[config.mk]
export PLATFORM = sky130hd
export DESIGN_NAME = riscv_mem_arbiter
export DESIGN_NICKNAME = d
export VERILOG_FILES = /design/src/rtl/riscv_mem_arbiter.sv
export SDC_FILE = /design/constraint.sdc
export NUM_CORES = 1
export LEC_CHECK = 0
export BUFFER_PORTS_ARGS = -buffer_cell sky130_fd_sc_hd__buf_2
export CORE_AREA = 2 2 108 110
export DETAILED_ROUTE_END_ITERATION = 8
export DIE_AREA = 0 0 110 112
export PLACE_DENSITY = 0.68
export SYNTH_ARGS = -nofsm -noshare
export SYNTH_HDL_FRONTEND = slang
export SYNTH_SLANG_ARGS = --single-unit
[constraint.sdc]
create_clock -name clk -period 2.05 [get_ports clk]
set_input_delay 0.205 -clock clk [delete_from_list [all_inputs] [get_ports clk]]
set_output_delay 0.205 -clock clk [all_outputs]
set_load 0.01 [all_outputs]
[src/rtl/riscv_mem_arbiter.sv]
// Shares one fixed-latency memory between fetch and data: grant in the same cycle, response MEM_LAT+1 cycles later.
// Latency MEM_LAT+1 cycles from grant to rvalid; requests wait while busy, with a data-streak cap so fetch cannot starve.
// Backpressure: requesters hold req until their gnt pulse; no grant is issued outside IDLE or during reset.
module riscv_mem_arbiter #(
    parameter int MEM_LAT     = 2,
    parameter int MAX_DSTREAK = 2
) (
    input  logic        clk,
    input  logic        reset,
    input  logic        if_req,
    input  logic [31:0] if_addr,
    input  logic        if_flush,
    output logic        if_gnt,
    output logic        if_rvalid,
    output logic [31:0] if_rdata,
    input  logic        d_req,
    input  logic        d_we,
    input  logic [31:0] d_addr,
    input  logic [31:0] d_wdata,
    input  logic [3:0]  d_wstrb,
    output logic        d_gnt,
    output logic        d_rvalid,
    output logic [31:0] d_rdata,
    output logic        mem_en,
    output logic        mem_we,
    output logic [31:0] mem_addr,
    output logic [31:0] mem_wdata,
    output logic [3:0]  mem_wstrb,
    input  logic [31:0] mem_rdata,
    output logic        busy
);
    localparam int CW = (MEM_LAT < 2) ? 1 : $clog2(MEM_LAT + 1);
    localparam int SW = (MAX_DSTREAK < 2) ? 1 : $clog2(MAX_DSTREAK + 1);
    localparam logic [CW-1:0] CNT_LAST = CW'(MEM_LAT - 1);
    localparam logic [SW-1:0] STREAK_MAX = SW'(MAX_DSTREAK);

    typedef enum logic [1:0] {IDLE, ACCESS, RESP} state_e;

    state_e        state_q, state_d;
    logic [CW-1:0] cnt_q, cnt_d;
    logic [SW-1:0] streak_q, streak_d;
    logic          owner_f_q, owner_f_d;
    logic          store_q, store_d;
    logic          drop_q, drop_d;
    logic [31:0]   if_rdata_q, if_rdata_d;
    logic [31:0]   d_rdata_q, d_rdata_d;
    logic          starve;

    always_ff @(posedge clk or negedge reset) begin
        if (!reset) begin
            state_q    <= IDLE;
            cnt_q      <= '0;
            streak_q   <= '0;
            owner_f_q  <= 1'b0;
            store_q    <= 1'b0;
            drop_q     <= 1'b0;
            if_rdata_q <= '0;
            d_rdata_q  <= '0;
        end else begin
            state_q    <= state_d;
            cnt_q      <= cnt_d;
            streak_q   <= streak_d;
            owner_f_q  <= owner_f_d;
            store_q    <= store_d;
            drop_q     <= drop_d;
            if_rdata_q <= if_rdata_d;
            d_rdata_q  <= d_rdata_d;
        end
    end

    assign starve = (streak_q == STREAK_MAX) && if_req;

    always_comb begin
        state_d    = state_q;
        cnt_d      = cnt_q;
        streak_d   = streak_q;
        owner_f_d  = owner_f_q;
        store_d    = store_q;
        drop_d     = drop_q;
        if_rdata_d = if_rdata_q;
        d_rdata_d  = d_rdata_q;
        if_gnt     = 1'b0;
        d_gnt      = 1'b0;
        if_rvalid  = 1'b0;
        d_rvalid   = 1'b0;
        mem_en     = 1'b0;
        mem_we     = 1'b0;
        mem_addr   = '0;
        mem_wdata  = '0;
        mem_wstrb  = '0;

        unique case (state_q)
            IDLE: begin
                // Reset gates grants combinationally so nothing leaks while reset is held.
                if (reset) begin
                    d_gnt  = d_req && !starve;
                    if_gnt = if_req && !d_gnt;
                end
                if (d_gnt || if_gnt) begin
                    mem_en    = 1'b1;
                    state_d   = ACCESS;
                    cnt_d     = '0;
                    owner_f_d = if_gnt;
                    store_d   = d_gnt && d_we;
                    drop_d    = if_gnt && if_flush;
                end
                if (d_gnt) begin
                    mem_we    = d_we;
                    mem_addr  = d_addr;
                    mem_wdata = d_wdata;
                    mem_wstrb = d_wstrb;
                    if (!if_req) begin
                        streak_d = '0;
                    end else if (streak_q != STREAK_MAX) begin
                        streak_d = streak_q + 1'b1;
                    end
                end
                if (if_gnt) begin
                    mem_addr = if_addr;
                    streak_d = '0;
                end
            end
            ACCESS: begin
                cnt_d = cnt_q + 1'b1;
                if (owner_f_q && if_flush) begin
                    drop_d = 1'b1;
                end
                if (cnt_q == CNT_LAST) begin
                    state_d = RESP;
                    if (owner_f_q) begin
                        if_rdata_d = mem_rdata;
                    end else if (!store_q) begin
                        d_rdata_d = mem_rdata;
                    end
                end
            end
            RESP: begin
                state_d   = IDLE;
                if_rvalid = owner_f_q && !drop_q && !if_flush;
                d_rvalid  = !owner_f_q;
            end
            default: state_d = IDLE;
        endcase
    end

    assign if_rdata = if_rdata_q;
    assign d_rdata  = d_rdata_q;
    assign busy     = (state_q != IDLE);
endmodule

# Word-level counts from Yosys, hierarchy flattened
# Index checks and enable logic that the tools add are counted.
# Widths: inputs -> output; s select.
[classes] add_sub_neg=2 eq_ne=9 mux=31 bitwise_logic=2 n_reduce_logical=25
[ops] operator="$mux 32" count=5
[ops] operator="$mux 1" count=14
[ops] operator="$mux 2" count=7
[ops] operator="$reduce_and 3->1" count=3
[ops] operator="$logic_and 1x1->1" count=8
[ops] operator="$mux 4" count=2
[ops] operator="$ne 2x2->1 const B" count=4
[ops] operator="$pmux 2 s2" count=2
[ops] operator="$reduce_and 2->1" count=3
[ops] operator="$reduce_bool 2->1" count=3
[ops] operator="$logic_not 1->1" count=5
[ops] operator="$add 2x1->2 const B" count=2
[ops] operator="$eq 2x1->1 const B" count=2
[ops] operator="$eq 2x2->1 const B" count=2
[ops] operator="$reduce_and 4->1" count=1
[ops] operator="$ne 3x1->1 const B" count=1
[ops] operator="$logic_not 2->1" count=1
[ops] operator="$not 1->1" count=2
[ops] operator="$pmux 1 s2" count=1
[ops] operator="$logic_or 1x1->1" count=1
[totals] ff_bits=73 output_inout_bits=139 wordCells=77

# Depth between registers and ports, before layout
[depth] word_depth=11 depth_mapped=7 depth_no_buf=5

# Worst setup path after synthesis
# OpenSTA, ideal clock, no wires.
[synth_path] kind="reg-to-output" from="reg streak_q[0]" to="out mem_addr[0]" arrival_ps=1375 slack_ps=470 stages_incl_launch_ff=8 n_path_buf=2 cell_sequence="dfrtp_1 > inv_1 > ha_1 > nand2_1 > and4_1 > buf_2 > buf_2 > a22o_1"
[synth_between] elab_chain_len=10 word_cells_on_any_way=13 cone_classes="eq/ne: 1; mux: 7; reduce/logical: 5"
[synth_rtl] element="start: declaration" line_no="41" source="logic [SW-1:0] streak_q, streak_d;"
[synth_rtl] element="start signal: assignment" line_no="62" source="streak_q <= streak_d;"
[synth_rtl] element="$eq 2x2->1 *" line_no="71" source="assign starve = (streak_q == STREAK_MAX) && if_req;"
[synth_rtl] element="$logic_and 1x1->1 *" line_no="71"
[synth_rtl] element="$logic_not 1->1 *" line_no="96" source="d_gnt = d_req && !starve;"
[synth_rtl] element="$logic_and 1x1->1 *" line_no="96"
[synth_rtl] element="$logic_not 1->1" line_no="97" source="if_gnt = if_req && !d_gnt;"
[synth_rtl] element="$logic_and 1x1->1" line_no="97"
[synth_rtl] element="$mux 1" line_no="95" source="if (reset) begin"
[synth_rtl] element="$mux 1" line_no="92" source="unique case (state_q)"
[synth_rtl] element="$mux 32 *" line_no="118" source="if (if_gnt) begin"
[synth_rtl] element="$mux 32 *" line_no="92"
[synth_rtl] element="end: declaration" line_no="26" source="output logic [31:0] mem_addr,"
# Every way passes the cells marked *; elsewhere a longest branch is shown, timed or not. The select of a mux whose other input is x is not followed.

# Worst setup path after layout
[layout_path] from="reg streak_q[0]" to="out mem_addr[15]"
# The elaborated chain is that of the path after synthesis.

==> metrics.txt <==
# TYPE chip_impl_metric gauge
chip_impl_info{name="outcome",value="finished with violations"} 1
chip_impl_info{name="violations",value="negative setup slack"} 1
chip_impl_metric{name="dr.pass1.iters",unit=""} 4
chip_impl_metric{name="grt_start_max_net_pins",unit=""} 72
chip_impl_metric{name="routed_wl",unit="um"} 14250
chip_impl_metric{name="layout_min_cycle_time",unit="ns"} 2.157
chip_impl_info{name="layout.cells.most_common",value="sky130_fd_sc_hd__buf_2"} 1
chip_impl_metric{name="area_growth",unit="%"} 60.44
chip_impl_metric{name="p_switching",unit="mW"} 2.700
chip_impl_metric{name="cp_data_arrival_time",unit="ns"} 1.95
chip_impl_metric{name="cts_num_sinks",unit=""} 73
chip_impl_metric{name="cts_buffer_depth",unit=""} 2
chip_impl_metric{name="worst_clock_skew",unit="ns"} 0.004416
chip_impl_metric{name="row_count",unit=""} 39
chip_impl_metric{name="finish.net_count",unit=""} 702
chip_impl_info{name="crit_chain",value="inv_2 > ha_4 > buf_6 > nand2_2 > and4_4 > buf_6 > buf_12 > buf_16 > a22o_1 > buf_6"} 1
chip_impl_metric{name="slew_violations",unit=""} 0
chip_impl_metric{name="worst_path_largest_cell_delay",unit="ns"} 0.39
chip_impl_metric{name="synth.cell_area",unit="um^2"} 3675
chip_impl_metric{name="postRouteAntennaNets",unit=""} 0
chip_impl_metric{name="worst_hold_slack",unit="ns"} 0.1041
chip_impl_metric{name="drt_drc_violations_left",unit=""} 0
chip_impl_info{name="final_cell_mix",value="269 x sky130_fd_sc_hd__buf_2, 73 x sky130_fd_sc_hd__dfrtp_1, 60 x sky130_fd_sc_hd__mux2_4"} 1
chip_impl_metric{name="vdd_drop_max",unit="mV"} 0.7555
chip_impl_metric{name="worst-slew-pin-transition",unit="ns"} 0.9010
chip_impl_metric{name="vias",unit=""} 3412
chip_impl_metric{name="cts.htree.levels",unit=""} 3
chip_impl_metric{name="chipWidth",unit="um"} 110
chip_impl_metric{name="pwr-share-comb",unit=""} 0.502
chip_impl_metric{name="power_frac_seq",unit=""} 0.327
chip_impl_metric{name="synth_cell_type_count",unit=""} 27
chip_impl_info{name="rsz0062_at_grt",value="true"} 1
chip_impl_metric{name="vias_per_cell",unit=""} 4.819
chip_impl_info{name="most_area_hungry_cell_type_in_the_yosys_netlist",value="sky130_fd_sc_hd__dfrtp_1"} 1
chip_impl_metric{name="cts_buffers",unit=""} 9
chip_impl_metric{name="pwr_cell_area",unit="nW/um^2"} 1365
chip_impl_info{name="crit_path_end_kind",value="primary output"} 1
chip_impl_metric{name="slew_headroom",unit=""} 0.3993
chip_impl_metric{name="fmax",unit="MHz"} 463.6
chip_impl_metric{name="clk_latency",unit="ns"} 0.33
chip_impl_info{name="critPathLaunchType",value="flop"} 1
chip_impl_metric{name="ioPinCount",unit=""} 277
chip_impl_metric{name="fp.coreArea",unit="um^2"} 11170
chip_impl_info{name="root_buffer",value="sky130_fd_sc_hd__clkbuf_16"} 1
chip_impl_info{name="min_path_type",value="in2reg"} 1
chip_impl_metric{name="power_switching_share",unit=""} 0.3356
chip_impl_metric{name="globalplace.congestion",unit=""} 0.8257
chip_impl_metric{name="grt_first_pass_wirelength",unit="um"} 20360
chip_impl_metric{name="hpwl",unit="um"} 10070
chip_impl_metric{name="ys_seq_elements",unit=""} 73
chip_impl_metric{name="power_leakage",unit="nW"} 3.345
chip_impl_metric{name="yosysSeqAreaShare",unit=""} 0.4971
chip_impl_metric{name="synth_largest_type_area_fraction",unit=""} 0.4971
chip_impl_info{name="critPathMostFrequentCell",value="sky130_fd_sc_hd__buf_6"} 1
chip_impl_metric{name="share_clk_of_total_power",unit=""} 0.171
chip_impl_metric{name="worst-path-max-fanout",unit=""} 5
chip_impl_metric{name="number_of_global_route_vias_before_repair",unit=""} 3575
chip_impl_metric{name="syn_area_per_cell",unit="um^2"} 14.03
chip_impl_metric{name="floorplan.die.height",unit="um"} 112
chip_impl_metric{name="share_of_layout_cells_above_drive_strength_1",unit=""} 0.6950
chip_impl_info{name="worst-setup-path-type",value="reg2out"} 1
chip_impl_metric{name="number_of_antenna_violations_at_the_first_check_in_global_routing",unit=""} 1
chip_impl_metric{name="portBuffers",unit=""} 276
chip_impl_metric{name="timing_hold_violations_final",unit=""} 0
chip_impl_metric{name="internal-power",unit="mW"} 5.346
chip_impl_metric{name="final-setup-viol-count",unit=""} 60
chip_impl_info{name="cts_tree",value="done"} 1
chip_impl_metric{name="grt-ovfl-total",unit=""} 0
chip_impl_metric{name="fin_worst_setup_slack",unit="ns"} -0.1070
chip_impl_metric{name="cp.required",unit="ns"} 1.85
chip_impl_metric{name="drv_cap",unit=""} 0
chip_impl_info{name="post_synth_main_area_contributors",value="sky130_fd_sc_hd__dfrtp_1 50%, sky130_fd_sc_hd__mux2_4 25%, sky130_fd_sc_hd__a22o_1 8.1%, sky130_fd_sc_hd__and2_1 6.3%, sky130_fd_sc_hd__buf_6 1.8%"} 1
chip_impl_metric{name="initial_utilization",unit=""} 0.3289
chip_impl_metric{name="fp.dieArea",unit="um^2"} 12320
chip_impl_metric{name="min_period_over_period",unit=""} 1.052
chip_impl_metric{name="grtUsageTotal",unit=""} 0.2264
chip_impl_metric{name="path_clk_slew",unit="ns"} 0.05
chip_impl_metric{name="yosysWarningCount",unit=""} 0
chip_impl_metric{name="synthesis.nets",unit=""} 402
chip_impl_metric{name="setup_total_negative_slack",unit="ns"} -3.239
chip_impl_metric{name="dr.first_iter.drc_count",unit=""} 225
chip_impl_metric{name="avgRoutedWirePerCell",unit="um"} 20.12
chip_impl_metric{name="postSynthCellCount",unit=""} 262
chip_impl_info{name="crit_slowest_cell",value="sky130_fd_sc_hd__dfrtp_1"} 1
==> per-layer routing <==
layer	wire length [um]	up-vias	track usage	part of all wire
li1	-	1537	-	-
met1	5351	1641	0.2623	0.38
met2	7187	206	0.3881	0.50
met3	1275	28	0.05972	0.089
met4	432	0	0.09705	0.030
met5	0	-	0	0
==> layout make-up <==
| type | instances | area (um^2) |
|---|---|---|
| antenna | 1 | 2.502 |
| clock buffer | 12 | 246.5 |
| clock inverter | 1 | 5.005 |
| fill | 993 | 5279 |
| inverter | 6 | 22.52 |
| multi-input combinational | 167 | 1737 |
| sequential | 73 | 1827 |
| tap | 143 | 178.9 |
| timing repair buffer | 305 | 1877 |
==> power by group through the flow <==
stage	Clock [mW]	Combinational, mW	Sequential (mW)
floorplan	0	1.96	2.90
global placement	0	3.59	2.61
detailed placement	0	3.68	2.61
CTS	1.41	4.02	2.63
global route	1.47	4.30	2.73
finish	1.37	4.04	2.63
==> flip-flops by register name, indices dropped and copies added, names as in the netlist <==
| register | flops |
|---|---|
| d_rdata | 32 |
| if_rdata | 32 |
| cnt_q | 2 |
| state_q | 2 |
| streak_q | 2 |
| drop_q | 1 |
| owner_f_q | 1 |
| store_q | 1 |
==> cell usage after synthesis <==
library cell                 n
sky130_fd_sc_hd__a21oi_1     3
sky130_fd_sc_hd__a22o_1     34
sky130_fd_sc_hd__and2_1     37
sky130_fd_sc_hd__and3b_2     1
sky130_fd_sc_hd__and4_1      1
sky130_fd_sc_hd__buf_2       6
sky130_fd_sc_hd__buf_4       3
sky130_fd_sc_hd__buf_6       6
sky130_fd_sc_hd__clkbuf_1    2
sky130_fd_sc_hd__dfrtp_1    73
sky130_fd_sc_hd__ha_1        2
sky130_fd_sc_hd__inv_1       6
sky130_fd_sc_hd__mux2_2      6
sky130_fd_sc_hd__mux2_4     60
sky130_fd_sc_hd__mux2i_1     1
sky130_fd_sc_hd__nand2_1     2
sky130_fd_sc_hd__nand2_4     2
sky130_fd_sc_hd__nand2b_1    3
sky130_fd_sc_hd__nand4bb_1   1
sky130_fd_sc_hd__nor2_1      4
sky130_fd_sc_hd__nor2_2      1
sky130_fd_sc_hd__nor2b_1     1
sky130_fd_sc_hd__nor4_1      1
sky130_fd_sc_hd__o21a_1      1
sky130_fd_sc_hd__o21ai_1     1
sky130_fd_sc_hd__o22ai_1     3
sky130_fd_sc_hd__or3_1       1
==> timing repair <==
item	in CTS	in global routing
endpoints found under the setup margin	71	70
buffers inserted	7	2
pin swaps	23	1
hold endpoints to repair	2	0
gates resized for setup	27	1
hold buffers	1	0
cloned	8	1
==> worst paths after layout <==
check,startpoint,end,slack (ns),cells past startpoint
hold / removal,if_flush,drop_q$_DFFE_PN0P_,0.10,2
max in group asynchronous,reset,d_rdata[17]$_DFFE_PN0P_,1.21,3
hold reg to reg,streak_q[0]$_DFFE_PN0P_,streak_q[0]$_DFFE_PN0P_,0.47,1
setup reg to reg,cnt_q[0]$_DFFE_PN0P_,if_rdata[18]$_DFFE_PN0P_,0.27,5
setup / recovery,streak_q[0]$_DFFE_PN0P_,mem_addr[15],-0.11,10
min in group asynchronous,reset,drop_q$_DFFE_PN0P_,0.24,3
==> critical path: cells and delay by family (launching register included) <==
family / cells / cell delay [ns]
buffers and inverters: 6 / 0.68
flip-flops: 1 / 0.39
AO/OA/AOI/OAI: 1 / 0.22
AND/OR/NAND/NOR: 2 / 0.19
adder cells (fa/ha/maj): 1 / 0.13
==> cell families after synthesis <==
logic type / after synthesis / synth area share
flip-flops: 73 / 0.4971
multiplexers: 67 / 0.2663
AND/OR/NAND/NOR: 55 / 0.09534
AO/OA/AOI/OAI: 42 / 0.09363
buffers and inverters: 23 / 0.04086
adder cells (fa/ha/maj): 2 / 0.006809
==> metrics by stage <==
stage / total power, mW / instance area, um^2 / utilization / instances / worst slack, ns
6_report: 8.045 / 5896 / 0.5276 / 708 / -0.1070
5_1_grt: 8.508 / 5893 / 0.5274 / 707 / -0.1743
4_1_cts: 8.064 / 5834 / 0.5221 / 704 / -0.1038
3_5_place_dp: 6.290 / 5236 / 0.4686 / 676 / -0.2089
3_3_place_gp: 6.204 / 5236 / 0.4686 / 676 / -0.1555
2_1_floorplan: 4.858 / 3675 / - / 262 / 0.4701
(Power assumes the default switching activity.)
